File: config.mk
export PLATFORM = sky130hd
export DESIGN_NAME = mult_seq_ctrl
export DESIGN_NICKNAME = d
export VERILOG_FILES = /design/src/rtl/mult_seq_ctrl.sv
export SDC_FILE = /design/constraint.sdc
export NUM_CORES = 1
export LEC_CHECK = 0
export CORE_MARGIN = 2
export CORE_UTILIZATION = 57
export DETAILED_ROUTE_END_ITERATION = 6
export PLACE_DENSITY = 0.83
export RECOVER_POWER = 50
export SYNTH_ARGS = -nofsm -noshare
export SYNTH_HDL_FRONTEND = slang
export SYNTH_SLANG_ARGS = --single-unit
export TNS_END_PERCENT = 20
File: constraint.sdc
create_clock -name clk -period 3.6 [get_ports clk]
set_clock_uncertainty 0.05 [all_clocks]
set_input_delay 0.9 -clock clk [delete_from_list [all_inputs] [get_ports clk]]
set_output_delay 0.9 -clock clk [all_outputs]
set_load 0.01 [all_outputs]
File: src/rtl/mult_seq_ctrl.sv
// Sequential shift-and-add multiplier: one adder reused over AW iterations, start/busy/done handshake.
// Optional MULT_SEQ_EARLY_EXIT_EN: finish as soon as the remaining multiplier bits are all zero.
module mult_seq_ctrl #(
  parameter int AW = 3,
  parameter int BW = 4
) (
  input  logic           clk,
  input  logic           rst_n,
  input  logic           start,
  input  logic [AW-1:0]  a,
  input  logic [BW-1:0]  b,
  output logic           busy,
  output logic           done,
  output logic [AW+BW-1:0] product
);
  localparam int PW = AW + BW;
  localparam int CW = (AW > 1) ? $clog2(AW) : 1;
  localparam logic [CW-1:0] LAST_CNT = CW'(AW - 1);

  typedef enum logic [1:0] {
    S_IDLE = 2'b00,
    S_RUN  = 2'b01,
    S_DONE = 2'b10
  } state_t;

  state_t        state, state_nxt;
  logic [AW-1:0] a_reg;
  logic [BW-1:0] b_reg;
  logic [PW-1:0] acc, acc_nxt, addend;
  logic [CW-1:0] cnt;
  logic          accept, last;

  // start is only honoured when no operation is in flight
  assign accept = start && (state == S_IDLE || state == S_DONE);

  assign addend  = a_reg[cnt] ? ({{AW{1'b0}}, b_reg} << cnt) : '0;
  assign acc_nxt = acc + addend;

`ifdef MULT_SEQ_EARLY_EXIT_EN
  // Current iteration is the last one if no multiplier bit above cnt is set.
  logic hi_zero;
  assign hi_zero = ((a_reg >> cnt) >> 1) == '0;
  assign last    = (cnt == LAST_CNT) || hi_zero;
`else
  assign last    = (cnt == LAST_CNT);
`endif

  always_ff @(posedge clk or negedge rst_n) begin
    if (!rst_n) state <= S_IDLE;
    else        state <= state_nxt;
  end

  always_comb begin
    state_nxt = S_IDLE;
    case (state)
      S_IDLE:  state_nxt = start ? S_RUN : S_IDLE;
      S_RUN:   state_nxt = last ? S_DONE : S_RUN;
      S_DONE:  state_nxt = start ? S_RUN : S_IDLE;
      default: state_nxt = S_IDLE;
    endcase
  end

  always_comb begin
    busy = 1'b0;
    done = 1'b0;
    case (state)
      S_RUN:   busy = 1'b1;
      S_DONE:  done = 1'b1;
      default: ;
    endcase
  end

  always_ff @(posedge clk or negedge rst_n) begin
    if (!rst_n) begin
      a_reg   <= '0;
      b_reg   <= '0;
      acc     <= '0;
      cnt     <= '0;
      product <= '0;
    end else if (accept) begin
      a_reg <= a;
      b_reg <= b;
      acc   <= '0;
      cnt   <= '0;
    end else if (state == S_RUN) begin
      acc <= acc_nxt;
      cnt <= cnt + 1'b1;
      if (last) product <= acc_nxt;
    end
  end

endmodule

======== Yosys cells after proc, flatten, opt, wreduce, memory -nomap -nowiden ========
Cells that the tools add are included.
cells by class
  $add $sub $neg .......................... 2
  $lt $le $gt $ge ......................... 1
  equality and inequality tests ........... 3
  shifts and indexed selects .............. 1
  mux-type cells .......................... 12
  bitwise logic cells ..................... 1
  reductions and logical operators ........ 6
operators by type and width
  cell                 number
  $mux 7               3
  $add 7x7->7          1
  $shl 4x2->7          1
  $mux 2               3
  $eq 2x2->1 const B   2
  $mux 1               4
  $pmux 2 s2           1
  $lt 2x3->1 const B   1
  $reduce_and 3->1     1
  $add 2x1->2 const B  1
  $bmux 1 s2           1
  $eq 2x1->1 const B   1
  $logic_not 2->1      1
  $reduce_bool 2->1    1
  $reduce_or 2->1      1
  $logic_and 1x1->1    1
  $logic_or 1x1->1     1
  $not 1->1            1
word-level totals
  flip-flop bits (word level) ............. 25
  bits of input ports ..................... 10
  output and inout bits ................... 9
  logic and storage cells ................. 32

======== Longest topological paths before layout ========
Gate-level depths: netlist of run 1.
  depth after elaboration ................. 6
  gate-level depth with buffers ........... 10
  depth with buffers taken out ............ 9

======== Worst setup path before layout of run 1 ========
Ideal clock, no wire load.
  kind .................................... register to register
  from .................................... register cnt[1]
  to ...................................... register acc[5]
  library setup time ...................... 0.069 ns
  data arrival time ....................... 2.021 ns
  required time ........................... 3.481 ns
  setup slack ............................. 1.461 ns
  cell stages (with the launch flop) ...... 11
  buffers on the path ..................... 1
  clock period less this slack ............ 2.139 ns
  path through ............................ dfrtp_1 buf_2 mux2i_1 nor2_1 a31oi_1 nor2_1 ha_1 o21a_1 nand2_1 or4_1 nand3_1
on the way
  cells in the longest elaborated chain, start to end .. 6
  elaborated cells on any way between the ends .. 7
  classes of those cells .................. 1 x add/sub; 1 x shift; 5 x mux
ends and longest elaborated chain
  item                          line  RTL
  from (decl)                   30    logic [CW-1:0] cnt;
  from (signal assigned)        87    cnt <= cnt + 1'b1;
  $bmux 1 s2                    36    assign addend = a_reg[cnt] ? ({{AW{1'b0}}, b_reg} << cnt) : '0;
  $mux 1 (not written as such)  36
  $mux 7 *                      36
  $add 7x7->7 *                 37    assign acc_nxt = acc + addend;
  $mux 7 *                      85    end else if (state == S_RUN) begin
  $mux 7 *                      80    end else if (accept) begin
  to (signal assigned)          86    acc <= acc_nxt;
  to (decl)                     29    logic [PW-1:0] acc, acc_nxt, addend;
Every way passes the cells marked *; elsewhere a longest branch is shown, timed or not. The select of a mux whose other input is x is not followed.
A chain may end at the register's enable or synchronous reset.

======== Worst setup path after layout of run 1 ========
  from .................................... register state[1]
  to ...................................... output port busy
on the way
  cells in the longest elaborated chain, start to end .. 2
ends and longest elaborated chain
  item                    line  RTL
  from (decl)             26    state_t state, state_nxt;
  from (signal assigned)  50    else state <= state_nxt;
  $eq 2x1->1              66    case (state)
  $mux 1                  66
  to (decl)               12    output logic busy,
Every way passes these cells.

==> flow_summary.yaml, run 1 <==
logic_synthesis:
  ys_types: 42
  ys.flop_type: "dfrtp_1"
  ys_seq_area_frac: 0.457
  async_reset_ff_frac: 1.00
  syn_nets: 149
  avgSynthCellArea_um2: 10.4
  ys.warnings.count: 0
  synth_seq_cells: 25
  syn-instance-count: 131
  synth-edff-count: 0
  syn_area_mm2: 0.00137
die:
  die_h_um: 53.0
  num_io_pins: 19
  die_w_um: 53.0
  fp.coreArea_mm2: 0.00223
  start_util: 0.612
  fp-row-count: 17
  die_area_mm2: 0.00281
timing:
  drv_slew: 0
  min_period_ns: 2.69
  hold_ws_ns: 0.448
  setup-tns-final_ns: 0
  tightest_slew_ns: 1.29
  setup_viol: 0
  fmax_ghz: 0.372
  hold_viol: 0
  relSlewSlack: 0.143
  rsz0062_at_grt: "false"
  final.period_utilization: 0.747
clock_network:
  cts_root_buf: "clkbuf_4"
  clk_latency_ns: 0.30
  cts.path.max_buffers: 2
  cts_setup_buffers: 0
  h-tree-depth: 1
  cts_resized: 0
  numCtsBuffers: 3
  cts_sinks: 25
  cts_tree: "yes"
  clkTransAtPathRegs_ns: 0.12
  hold_buffers: 0
hold_path:
  hold_depth: 2
  hold_start: "product[2]"
  hold_path_class: "reg2reg"
  hold_end: "product[2]"
finish:
  layout.nets: 168
  num_antenna_cells: 0
  postLayoutCellArea_mm2: 0.00157
  drive_gt1_frac: 0.114
  area_delta_synth_final_pct: 15.0
  stdcell_count: 177
run_status:
  outcome: "finished, final reports clean"
global_routing:
  grt_overflow: 0
  antenna_found_initial: 0
  grt_max_degree: 26
  grt_pass1_vias: 925
  track_usage: 0.209
  grt_pass1_wl_mm: 4.22
detailed_routing:
  wl_mm: 2.51
  routedWlPerCell_um: 14.2
  vias: 1005
  drc_errors: 0
  ant_nets: 0
  viasPerCell: 5.68
  drt-initial-drc-count: 25
  drtPass1Iterations: 4
worst_setup_path:
  rrSetupSlack_ns: 1.14
  crit_required_ns: 2.65
  crit_path_end_kind: "output pin"
  reg2reg_from: "cnt[1]"
  worst-setup-path-type: "reg2out"
  crit_path_start_kind: "flip-flop"
  ff2ff_path_depth: 9
  reg2reg_to: "acc[5]"
  crit_path_max_fanout: 10
  cp.arrival_ns: 1.74
run:
  max-cap-violations: 0
placed_design:
  placed_cells: 173
  portBuffers: 18
  placed_area_mm2: 0.00156
  dp_hpwl_mm: 1.96
  gp_congestion: 0.924
power_and_ir_drop:
  total_power_mw: 1.43
  vdd.ir_drop.worst_mv: 0.483
  power.density_mw_per_mm2: 911
  static-leakage-power_nw: 0.709
==> how the worst max path moves through the flow <==
| stage | startpoint | to | slack [ns] | cells after the start |
|---|---|---|---|---|
| 6_report | state[1] | busy | 0.91 | 3 |
| 3_3_place_gp | state[1] | busy | 1.27 | 3 |
| 2_1_floorplan | cnt[1] | acc[5] | 1.46 | 10 |
| 5_1_grt | state[1] | busy | 0.81 | 3 |
| 4_1_cts | state[1] | busy | 0.89 | 3 |
| 3_5_place_dp | cnt[1] | acc[4] | 1.20 | 9 |
==> placed cells by master, fill, tap and decap left out, types with 3 or more instances in the layout <==
| master | count |
|---|---|
| nor2_1 | 10 |
| nand2_1 | 14 |
| ha_1 | 7 |
| clkbuf_1 | 3 |
| a211oi_1 | 3 |
| nand3_1 | 3 |
| mux2_2 | 9 |
| mux2i_1 | 3 |
| clkdlybuf4s50_1 | 16 |
| o21ai_0 | 9 |
| dfrtp_1 | 25 |
| a31oi_1 | 3 |
| a21oi_1 | 5 |
| clkbuf_4 | 3 |
==> cells by family after synthesis <==
group                    after synthesis  share of synthesized area
AO/OA/AOI/OAI                         32                      0.152
XOR/XNOR                               3                     0.0192
adder cells (fa/ha/maj)                8                     0.0787
buffers and inverters                 10                     0.0430
flip-flops                            25                      0.457
multiplexers                          13                      0.107
AND/OR/NAND/NOR                       40                      0.143
==> synthesized netlist by cell type (2+ instances only) <==
master / n / share of area
o21bai_1: 2 / 0.011
nor2_1: 10 / 0.027
and3_1: 2 / 0.0091
nand3_1: 3 / 0.011
a31oi_1: 3 / 0.014
mux2i_1: 3 / 0.022
buf_6: 2 / 0.016
mux2_2: 9 / 0.074
a22o_1: 2 / 0.013
o21ai_0: 9 / 0.033
nor2b_1: 2 / 0.0091
o211ai_1: 2 / 0.011
buf_2: 2 / 0.0073
nand2_1: 13 / 0.036
and4_1: 2 / 0.013
inv_1: 2 / 0.0055
a21oi_1: 5 / 0.018
ha_1: 7 / 0.064
xnor2_1: 2 / 0.013
a211oi_1: 3 / 0.016
dfrtp_1: 25 / 0.46
==> layout make-up <==
| class | count | area (um2) |
|---|---|---|
| multi-input combinational | 96 | 681 |
| timing repair buffer | 20 | 188 |
| tap | 28 | 35.0 |
| fill | 173 | 661 |
| inverter | 4 | 17.5 |
| sequential | 25 | 626 |
| clock buffer | 4 | 26.3 |
==> report_power, final <==
part	switching, mW	internal (mW)	leakage [nW]
sequential	0.103	0.408	0.310
combinational	0.432	0.371	0.383
clock	0.0755	0.0432	0.0150
==> layer usage <==
metal  part of all wire  global-route usage
met5                  0                   0
met4              0.011              0.0641
met3              0.060              0.0367
met2               0.46               0.346
met1               0.47               0.279
==> stage by stage <==
step | setup WS (ns) | utilization
after detailed placement | 1.20 | 0.697
after CTS | 0.889 | 0.709
after global routing | 0.806 | 0.704
final | 0.910 | 0.704
after global placement | 1.27 | 0.697
after floorplan | 1.46 | -
==> worst max-delay path, stage by stage (launching register included) <==
cell and delay (ns):
dfrtp_1 0.39, nand2b_1 0.32, inv_4 0.18, clkdlybuf4s50_1 0.55
No activity file was read; power rests on OpenSTA's default activity.
==> inputs of run 2 (changes only) <==
CORE_UTILIZATION = 48   (was 57)
PLACE_DENSITY = 0.74   (was 0.83)
clock period = 2.35 ns   (was 3.6 ns; I/O delays follow)
==> flow_summary.yaml, run 2 (synthesis gave the netlist of run 1 again) <==
timing:
  fmax_ghz: 0.439
  min_period_ns: 2.28
  final.period_utilization: 0.970
  setup_viol: 0
  rsz0062_at_grt: "true"
  hold_viol: 0
  tightest_slew_ns: 1.34
  drv_slew: 0
  relSlewSlack: 0.110
power_and_ir_drop:
  power.density_mw_per_mm2: 1440
  vdd.ir_drop.worst_mv: 0.853
  static-leakage-power_nw: 0.740
finish:
  layout.nets: 173
  num_antenna_cells: 0
  postLayoutCellArea_mm2: 0.00166
  final_cell_mix: "dfrtp_1 (24), clkdlybuf4s50_1 (17), nand2_1 (12)"
  drive_gt1_frac: 0.214
  multi_input_area_um2: 722
  layout_commonest_cell: "dfrtp_1"
  fill_cells: 243
  area_delta_synth_final_pct: 21.7
  final_util: 0.609
  regArea_um2: 627
die:
  num_io_pins: 19
  fp-row-count: 19
  die_w_um: 57.4
  die_h_um: 57.4
  start_util: 0.500
  fp.coreArea_mm2: 0.00273
  die_area_mm2: 0.00329
placed_design:
  placed_area_mm2: 0.00158
  portBuffers: 18
  gp_congestion: 0.818
  dp_hpwl_mm: 2.13
worst_setup_path:
  crit_path_max_fanout: 7
  crit_path_end_kind: "flip-flop"
  crit_path_start_kind: "flip-flop"
  reg2reg_to: "acc[5]"
  rrSetupSlack_ns: 0.07
  crit_required_ns: 2.58
  worst-setup-path-type: "reg2reg"
  reg2reg_from: "cnt[1]"
  cp.arrival_ns: 2.51
  ff2ff_path_depth: 9
global_routing:
  grt_pass1_vias: 1052
  grt_pass1_wl_mm: 4.83
  track_usage: 0.194
  grt_overflow: 0
  grt_max_degree: 26
  antenna_found_initial: 0
hold_path:
  hold_start: "product[3]"
  hold_path_class: "reg2reg"
  hold_depth: 2
  hold_end: "product[3]"
detailed_routing:
  routedWlPerCell_um: 15.7
  ant_nets: 0
  viasPerCell: 5.66
  drt-initial-drc-count: 27
  vias: 1047
  wl_mm: 2.90
  drc_errors: 0
  drtPass1Iterations: 4
clock_network:
  clk_latency_ns: 0.33
  numCtsBuffers: 3
  hold_buffers: 0
  cts_root_buf: "clkbuf_4"
  clkTransAtPathRegs_ns: 0.14
  h-tree-depth: 1
  cts_tree: "yes"
  cts_sinks: 25
  cts.path.max_buffers: 2
run:
  max-cap-violations: 0
run_status:
  outcome: "finished, final reports clean"
-- run 2: where the power goes --
part	total, mW	switching, mW	leakage (nW)	internal, mW
clock	0.200	0.134	0.0150	0.0667
combinational	1.41	0.730	0.416	0.681
sequential	0.788	0.161	0.309	0.627
-- run 2: cell type report --
| class | count | area share |
|---|---|---|
| well taps | 31 | 0.0233 |
| inverters | 4 | 0.0105 |
| flip-flops and latches | 25 | 0.377 |
| multi-input cells | 96 | 0.434 |
| repair buffers | 25 | 0.140 |
| clock buffers | 4 | 0.0158 |
-- run 2: worst max-delay path by stage --
stage | from | to | depth (start not counted)
finish | cnt[1] | acc[5] | 9
global route | cnt[1] | acc[5] | 9
CTS | cnt[1] | acc[5] | 9
detailed placement | cnt[1] | acc[5] | 9
global placement | cnt[1] | acc[5] | 9
floorplan | cnt[1] | acc[5] | 10
-- run 2: worst max-delay path, stage by stage, from the launching register on --
cell and delay, ns:
dfrtp_2 0.47, buf_6 0.12, mux2_2 0.34, nor2_1 0.09
a211oi_1 0.06, ha_1 0.36, o21a_1 0.17, nand2_2 0.07
or4_4 0.41, nand3_2 0.09
-- run 2: per-stage QoR --
stage	setup TNS (ns)	setup slack, ns	hold WS [ns]	instances	power, mW
6_report	0	0.0695	0.442	185	2.40
3_3_place_gp	0	0.127	0.412	179	2.01
4_1_cts	0	0.00134	0.451	183	2.28
3_5_place_dp	0	0.0201	0.420	179	2.09
5_1_grt	-0.105	-0.0336	0.494	185	2.59
2_1_floorplan	0	0.211	0.242	131	1.68
-- run 2: timing repair --
item | in CTS | in global routing
resized for setup | 0 | 10
buffers inserted | 0 | 2
setup endpoints to repair | 0 | 6
-- run 2: routing by layer --
metal,part of all wire,GRT usage,vias to the layer above
li1,-,-,515
met1,0.47,0.246,501
met4,0.021,0.0897,0
met5,0,0,-
met3,0.034,0.0272,5
met2,0.48,0.326,26
==> inputs of run 3 (changes only) <==
CORE_UTILIZATION = 55   (was 48)
DONT_BUFFER_PORTS = 1   (was default)
PLACE_DENSITY = 0.73   (was 0.74)
==> flow_summary.yaml, run 3 (synthesis gave the netlist of run 1 again) <==
global_routing:
  antenna_found_initial: 0
  grt_pass1_wl_mm: 4.15
  grt_overflow: 0
  grt_pass1_vias: 928
  grt_max_degree: 26
  track_usage: 0.206
clock_network:
  cts.path.max_buffers: 2
  h-tree-depth: 1
  clkTransAtPathRegs_ns: 0.13
  cts_sinks: 25
  cts_tree: "yes"
  numCtsBuffers: 3
  cts_root_buf: "clkbuf_4"
  clk_latency_ns: 0.32
run:
  max-cap-violations: 0
timing:
  hold_viol: 0
  fmax_ghz: 0.442
  final.period_utilization: 0.962
  drv_slew: 0
  relSlewSlack: 0.131
  setup_viol: 0
  setup-tns-final_ns: 0
  min_period_ns: 2.26
  tightest_slew_ns: 1.30
finish:
  drive_gt1_frac: 0.204
  num_antenna_cells: 0
  final_util: 0.606
  area_delta_synth_final_pct: 6.86
  layout.nets: 156
  layout_commonest_cell: "dfrtp_1"
  final_cell_mix: "dfrtp_1 (24), nand2_1 (13), nor2_1 (9), mux2_2 (9), o21ai_0 (9)"
detailed_routing:
  wl_mm: 2.61
  vias: 989
  drc_errors: 0
  drtPass1Iterations: 4
  ant_nets: 0
  viasPerCell: 5.92
  drt-initial-drc-count: 8
  routedWlPerCell_um: 15.6
run_status:
  outcome: "finished, final reports clean"
power_and_ir_drop:
  pwr-share-clk: 0.086
  p_sw_frac: 0.442
  vdd.ir_drop.worst_mv: 0.845
  static-leakage-power_nw: 0.665
  power.switching_mw: 0.968
  seqPwrFrac: 0.375
  pwr-share-comb: 0.539
  power.internal_mw: 1.22
  power.density_mw_per_mm2: 1500
worst_setup_path:
  worst-setup-path-type: "reg2reg"
  crit_path_start_kind: "flip-flop"
  slowest_stage: "dfrtp_2"
  slowest_delay_ns: 0.47
  crit_path_end_kind: "flip-flop"
  crit_required_ns: 2.50
  crit_chain: "mux2i_1 -> nor2_1 -> a31oi_2 -> nor2_1 -> ha_1 -> a21o_1 -> a21oi_1 -> xor2_1 -> o21ai_0"
  cp_common_cell: "nor2_1"
  path_delay_family: "compound AO/OA/AOI/OAI gates"
  critical_path_buf_inv_count: 0
  crit_path_max_fanout: 8
  cp.arrival_ns: 2.41
placed_design:
  dp_hpwl_mm: 1.86
  portBuffers: 0
  gp_congestion: 0.958
die:
  fp-row-count: 18
  die_area_mm2: 0.00290
  fp.coreArea_mm2: 0.00241
  num_io_pins: 19
  die_w_um: 53.9
  die_h_um: 53.9
  start_util: 0.567
hold_path:
  hold_path_class: "in2reg"
==> run 3: changes by cell type in the layout (fill, tap and decap cells not counted), sizes merged <==
cell,change
buf,-1
clkbuf,+1
clkdlybuf4s50,-17
==> run 3: area by class of cell <==
cell class | count | area (um2)
clock buffers | 4 | 26.3
fillers | 185 | 948
inverters | 4 | 17.5
multi-input cells | 96 | 698
flip-flops and latches | 25 | 627
well taps | 30 | 37.5
repair buffers | 8 | 55.1
==> run 3: final timing paths <==
kind	start	endpoint	slack [ns]	cells past startpoint
worst min register to register	acc[4]	acc[4]	0.46	2
worst max register to register	cnt[1]	acc[4]	0.09	9
max in group asynchronous	rst_n	cnt[1]	0.38	2
worst max-delay path	cnt[1]	acc[4]	0.09	9
worst min-delay path	b[0]	b_reg[0]	0.36	1
min in group asynchronous	rst_n	product[2]	1.02	2
==> run 3: worst register-to-register path: stages (launching register included) <==
cell,delay [ns]
dfrtp_2,0.47
mux2i_1,0.20
nor2_1,0.08
a31oi_2,0.22
nor2_1,0.09
ha_1,0.36
a21o_1,0.19
a21oi_1,0.17
xor2_1,0.21
o21ai_0,0.10
==> run 3: what timing repair did <==
item	CTS	global route
endpoints found under the setup margin	0	8
hold endpoints to repair	25	25
setup buffers	0	3
hold buffers	1	1
gates resized for setup	0	5
==> run 3: per-layer routing <==
metal  global-route usage  wire (um)
met1                0.252       1170
met2                0.343       1290
met3               0.0667        122
met4               0.0598         36
met5                    0          0
==> run 3: metrics by stage <==
stage	worst slack [ns]	area [um2]	power, mW	std cells	hold WS, ns
after floorplan	0.211	1370	1.68	131	0.242
after global placement	0.0808	1390	1.83	158	0.243
after detailed placement	0.0208	1390	1.89	158	0.243
after CTS	0.0169	1430	2.09	163	0.00875
after global routing	-0.0726	1460	2.38	167	0.318
final	0.0893	1460	2.19	167	0.359
==> run 3: power groups by stage <==
stage / clock network [mW] / registers [mW] / logic, mW
6_report: 0.189 / 0.822 / 1.18
3_5_place_dp: 0 / 0.824 / 1.07
2_1_floorplan: 0 / 0.754 / 0.929
4_1_cts: 0.196 / 0.815 / 1.08
5_1_grt: 0.226 / 0.849 / 1.31
3_3_place_gp: 0 / 0.810 / 1.02
